## config.mk

```make
export PLATFORM = sky130hd
export DESIGN_NAME = c5_negate_seq
export DESIGN_NICKNAME = d
export VERILOG_FILES = /design/src/rtl/c5_negate_pkg.sv /design/src/rtl/c5_negate_digit.sv /design/src/rtl/c5_negate_seq.sv
export SDC_FILE = /design/constraint.sdc
export NUM_CORES = 1
export LEC_CHECK = 0
export ABC_AREA = 1
export CAP_MARGIN = 20
export CORE_MARGIN = 2
export CORE_UTILIZATION = 51
export DETAILED_ROUTE_END_ITERATION = 16
export PLACE_DENSITY_LB_ADDON = 0.08
export SETUP_SLACK_MARGIN = 0.4
export SYNTH_ARGS = -nofsm -noshare
export SYNTH_HDL_FRONTEND = slang
export SYNTH_SLANG_ARGS = --single-unit
export TNS_END_PERCENT = 10
```

## constraint.sdc

```tcl
create_clock -name I_clk -period 2.7 [get_ports I_clk]
set_input_delay 0.81 -clock I_clk [delete_from_list [all_inputs] [get_ports I_clk]]
set_output_delay 0.81 -clock I_clk [all_outputs]
set_load 0.1 [all_outputs]
```

## src/rtl/c5_negate_pkg.sv

```systemverilog
// Shared encodings for the c5_negate_seq digit-serial negate/abs/complement unit.
package c5_negate_pkg;

    typedef enum logic [1:0] {
        ModePass = 2'b00,
        ModeNeg  = 2'b01,
        ModeAbs  = 2'b10,
        ModeNot  = 2'b11
    } mode_e;

    typedef enum logic [1:0] {
        StIdle = 2'b00,
        StRun  = 2'b01,
        StDone = 2'b10
    } state_e;

    // Returns {inv, carry_in} for the first digit of an operation.
    function automatic logic [1:0] mode_ctl(input mode_e mode, input logic sign);
        logic [1:0] ctl;
        ctl = 2'b00;
        case (mode)
            ModePass: ctl = 2'b00;
            ModeNeg:  ctl = 2'b11;
            ModeAbs:  ctl = {sign, sign};
            ModeNot:  ctl = 2'b10;
            default:  ctl = 2'b00;
        endcase
        return ctl;
    endfunction

endpackage

```

## src/rtl/c5_negate_digit.sv

```systemverilog
// One DIGIT-wide slice: optional bitwise invert followed by a carry-in increment.
module c5_negate_digit #(
    parameter int unsigned DIGIT = 8
) (
    input  logic [DIGIT-1:0] i_a,
    input  logic             i_inv,
    input  logic             i_cin,
    output logic [DIGIT-1:0] o_sum,
    output logic             o_cout
);

    logic [DIGIT-1:0] w_op;

    assign w_op            = i_inv ? ~i_a : i_a;
    assign {o_cout, o_sum} = {1'b0, w_op} + {{DIGIT{1'b0}}, i_cin};

endmodule

```

## src/rtl/c5_negate_seq.sv

```systemverilog
// Digit-serial pass/negate/abs/ones-complement, LSB digit first, one digit per cycle.
// Optional overflow flag O_ovf is built only when C5_NEGATE_OVF_EN is defined.
module c5_negate_seq
    import c5_negate_pkg::*;
#(
    parameter int unsigned WIDTH = 32,
    parameter int unsigned DIGIT = 8
) (
    input  logic             I_clk,
    input  logic             I_rst_n,
    input  logic             I_valid,
    output logic             O_ready,
    input  logic [1:0]       I_mode,
    input  logic [WIDTH-1:0] I_a,
    output logic             O_valid,
    input  logic             I_ready,
`ifdef C5_NEGATE_OVF_EN
    output logic             O_ovf,
`endif
    output logic [WIDTH-1:0] O_result
);

    localparam int unsigned NumDig = (DIGIT == 0) ? 1 : WIDTH / DIGIT;
    localparam int unsigned CntW   = (NumDig > 1) ? $clog2(NumDig) : 1;
    localparam int unsigned IdxW   = (WIDTH > 1) ? $clog2(WIDTH) : 1;

    if (WIDTH == 0 || DIGIT == 0 || (WIDTH % DIGIT) != 0) begin : g_bad_params
        $error("c5_negate_seq: WIDTH must be a nonzero multiple of DIGIT");
    end

    state_e            r_state;
    state_e            w_state_next;
    logic [WIDTH-1:0]  r_a;
    logic [WIDTH-1:0]  r_result;
    logic [CntW-1:0]   r_cnt;
    logic              r_inv;
    logic              r_carry;
    logic              w_accept;
    logic              w_last;
    logic [1:0]        w_ctl;
    logic [IdxW-1:0]   w_base;
    logic [DIGIT-1:0]  w_a_dig;
    logic [DIGIT-1:0]  w_sum;
    logic              w_cout;

    assign w_accept = I_valid && (r_state == StIdle);
    assign w_last   = (r_cnt == CntW'(NumDig - 1));
    assign w_ctl    = mode_ctl(mode_e'(I_mode), I_a[WIDTH-1]);
    assign w_base   = IdxW'(32'(r_cnt) * DIGIT);
    assign w_a_dig  = r_a[w_base +: DIGIT];

    c5_negate_digit #(
        .DIGIT (DIGIT)
    ) u_digit (
        .i_a    (w_a_dig),
        .i_inv  (r_inv),
        .i_cin  (r_carry),
        .o_sum  (w_sum),
        .o_cout (w_cout)
    );

    always_ff @(posedge I_clk or negedge I_rst_n) begin
        if (!I_rst_n) begin
            r_state <= StIdle;
        end else begin
            r_state <= w_state_next;
        end
    end

    always_comb begin
        w_state_next = r_state;
        unique case (r_state)
            StIdle: if (w_accept) w_state_next = StRun;
            StRun:  if (w_last)   w_state_next = StDone;
            StDone: if (I_ready)  w_state_next = StIdle;
            default:              w_state_next = StIdle;
        endcase
    end

`ifdef C5_NEGATE_OVF_EN
    logic r_ovf;

    // Only the most negative value has no positive two's-complement counterpart.
    always_ff @(posedge I_clk or negedge I_rst_n) begin
        if (!I_rst_n) begin
            r_ovf <= 1'b0;
        end else if (w_accept) begin
            r_ovf <= ((mode_e'(I_mode) == ModeNeg) || (mode_e'(I_mode) == ModeAbs)) &&
                     (I_a == {1'b1, {(WIDTH-1){1'b0}}});
        end
    end
`endif

    always_comb begin
        O_ready  = (r_state == StIdle);
        O_valid  = (r_state == StDone);
        O_result = r_result;
`ifdef C5_NEGATE_OVF_EN
        O_ovf    = (r_state == StDone) && r_ovf;
`endif
    end

    always_ff @(posedge I_clk or negedge I_rst_n) begin
        if (!I_rst_n) begin
            r_a      <= '0;
            r_result <= '0;
            r_cnt    <= '0;
            r_inv    <= 1'b0;
            r_carry  <= 1'b0;
        end else if (w_accept) begin
            r_a      <= I_a;
            r_result <= '0;
            r_cnt    <= '0;
            r_inv    <= w_ctl[1];
            r_carry  <= w_ctl[0];
        end else if (r_state == StRun) begin
            r_result[w_base +: DIGIT] <= w_sum;
            r_carry                   <= w_cout;
            r_cnt                     <= r_cnt + 1'b1;
        end
    end

endmodule

```

==> out/results.tsv <==
stage	metric	value	unit
route	vias_per_cell	5.07	
timing	finalMaxSlewViolations	0	
run	maxCapViolations	0	
timing	tightest_slew	730	ps
route	drc	0	
timing	relSlewSlack	0.513	
timing	finalCritPeriodShare	0.825	
final_layout	drive_above_1_share	0.209	
setup_path	cp_top_family	flip-flops	
yosys	synthFlopType	dfrtp_1	
timing	fin_crit	2230	ps
setup_path	r2r-start	r_cnt[0]	
floorplanning	fp.dieH	87.0	microns
status	status	finished clean	
timing	setup_violations	0	
power_and_ir_drop	p_leak	2.32	nW
floorplanning	core_area	0.00672	sq mm
grt	grt_usage	0.232	
power_and_ir_drop	p_sw	3.40	mW
yosys	syn-num-nets	474	
power_and_ir_drop	clock_power_share	0.150	
setup_path	cp-end-kind	flip-flop	
setup_path	worstPathArrival	2500	ps
floorplanning	die_w	87.0	microns
cts	clock_latency	360	ps
yosys	synth_edf_count	0	
yosys	synth_top_area_frac	0.499	
yosys	synth_most_common_cell	nand2_1	
final_layout	area_growth	28.4	%
setup_path	cp-endpoint	O_result[12]	
timing	hold_slack	482	ps
yosys	synthCells	429	
cts	cts_hold_buf	0	
cts	htree_levels	3	
yosys	synth-seq-cells	70	
cts	cts_tree	built	
power_and_ir_drop	finalPower	6.48	mW
setup_path	cp.depth	12	
place	dp.final_hpwl	5.91	mm
power_and_ir_drop	swShare	0.526	
setup_path	r2r-end	O_result[12]	
grt	grt_pass1_vias	2928	
timing	fmax	0.449	GHz
yosys	netlist_area	0.00351	sq mm
final_layout	multi_input_area	0.00155	sq mm
yosys	yosysWarnings	0	
setup_path	worstRegToRegCells	12	
cts	clock-sinks	70	
route	drt_iter0_markers	138	
power_and_ir_drop	power_density	1440	mW/mm^2
cts	cts_root_buffer	clkbuf_8	
cts	cts.clk_slew.worst_paths	70	ps
setup_path	worst_setup_path_start_kind	flip-flop	
yosys	async_reset_ff_frac	1.00	
grt	gr-total-overflow	0	
setup_path	cp_cell_sequence	buf_6 > o21ai_0 > o22ai_1 > xor2_1 > ha_2 > ha_2 > nand3_2 > inv_2 > nand2_1 > nand3_2 > nand4_1 > o21ai_1	
route	ant_nets	0	
power_and_ir_drop	power.internal	3.07	mW
setup_path	crit_path_start	r_cnt[0]	
yosys	synth.avg_cell_area	8.18	sq um
yosys	synth_area_leader_cell	dfrtp_1	
yosys	synth_cell_types	35	
cts	cts_made_buffers	9	
route	firstDrtPassIters	4	
setup_path	path_max_fanout	3	
final_layout	num-nets-final	552	
route	num_vias	3004	
power_and_ir_drop	combPwrFrac	0.581	
timing	hold_violations	0	
setup_path	rrSetupSlack	470	ps
cts	ctsLongestPathBuffers	2	
setup_path	critPathBufInv	2	
setup_path	path_class	reg2reg	
final_layout	seqCellArea	0.00175	sq mm
place	port_buffers	71	
timing	finalSetupTns	0	ps
floorplanning	ios	72	
timing	fin_worst_skew	10.5	ps
final_layout	num_antenna_cells	0	
route	wirelength	8.08	mm
floorplanning	dieArea	0.00756	sq mm
yosys	ys_seq_area_frac	0.499	
grt	antenna_found_initial	0	
place	finalWeightedCongestion	0.867	
setup_path	crit_required	2980	ps
floorplanning	rows	30	
yosys	synth_area_leaders	dfrtp_1 (50%), nand2_1 (20%), inv_1 (3.2%), nand3_2 (3.1%), o21ai_0 (3.1%)	
grt	grt_first_pass_wirelength	13.5	mm
power_and_ir_drop	seqPwrFrac	0.268	
final_layout	fillCellCount	586	
timing	rsz0062_at_grt	true	
place	place_inst	573	
route	wl_per_cell	13.6	microns
final_layout	fin_cells	592	
yosys	synth_top_cells_by_count	nand2_1 (191), dfrtp_1 (70), inv_1 (30)	
setup_path	critical_path.max_stage_delay	470	ps
hold_path	hold_class	reg2reg	
floorplanning	initial_core_util	0.522	
grt	grt_max_degree	33	
power_and_ir_drop	irDropWorstVdd	0.000559	V
setup_path	crit_slowest_cell	dfrtp_2	
==> metal layers <==
layer | vias up | global-route usage | part of all wire
met5 | - | 0 | 0
met4 | 0 | 0.0838 | 0.017
met3 | 12 | 0.0502 | 0.040
met2 | 71 | 0.387 | 0.49
met1 | 1416 | 0.297 | 0.45
li1 | 1505 | - | -
==> through the flow <==
stage	setup WS [ps]	area [sq um]	utilization
after detailed placement	330	4210	0.626
after CTS	410	4460	0.664
after global placement	421	4210	0.626
after global routing	352	4510	0.671
after floorplan	388	3510	-
final	473	4510	0.671
==> logic make-up after synthesis <==
family,Yosys count,share of synthesized area
and+or+nand+nor,261,0.335
DFF,70,0.499
buffers and inverters,49,0.0663
AOI/OAI and AO/OA,37,0.0581
adders and majority gates,7,0.0250
xor gates and xnor gates,5,0.0168
==> worst register-to-register path: stages, from the launching register on <==
cell and delay, ps:
dfrtp_2 470, buf_6 140, o21ai_0 80, o22ai_1 190, xor2_1 190, ha_2 220
ha_2 200, nand3_2 100, inv_2 80, nand2_1 70, nand3_2 90, nand4_1 150
o21ai_1 190
==> power groups by stage <==
stage	combinational, mW	clock (mW)	sequential [mW]
after floorplan	2.02	0	2.59
after global placement	3.60	0	1.75
after detailed placement	3.64	0	1.76
after CTS	3.70	0.984	1.72
after global routing	4.10	1.04	1.79
final	3.77	0.974	1.74
==> sequential cells by signal (all words and copies together), names as in the netlist <==
signal and count:
O_result 32, r_a 32, r_carry 1, r_cnt 2, r_inv 1, r_state 2
==> how the worst min path moves through the flow <==
stage	start	end	depth (start not counted)
CTS	r_a[8]	r_a[8]	2
global placement	O_result[31]	O_result[31]	2
finish	r_a[1]	r_a[1]	2
detailed placement	r_a[8]	r_a[8]	2
floorplan	r_a[16]	r_a[16]	2
global route	r_a[9]	r_a[9]	2
==> area by class of cell <==
type | instances | share of cell area
sequential | 70 | 0.389
multi-input combinational | 310 | 0.343
timing repair buffer | 82 | 0.162
clock buffer | 11 | 0.0336
inverter | 34 | 0.0316
tap | 80 | 0.0222
clock inverter | 5 | 0.0180
==> placed cells by master (no fill, tap or decap), drive strengths merged, types with 2 or more instances in the layout <==
master and instances:
nand2 204, dfrtp 70, buf 46, clkdlybuf4s50 36, inv 32, nand3 32, o21ai 28, nor2 15
clkbuf 11, ha 7, nand4 6, xor2 4, clkinv 4, o31ai 3, o22ai 2, and2 2
bufinv 2
==> what timing repair did <==
item / CTS / global route
setup endpoints to repair: 8 / 20
gates resized for setup: 2 / 17
setup buffers: 2 / 1
pin swaps: 0 / 6
gates cloned: 0 / 0
Power figures use the tool's default switching activity.
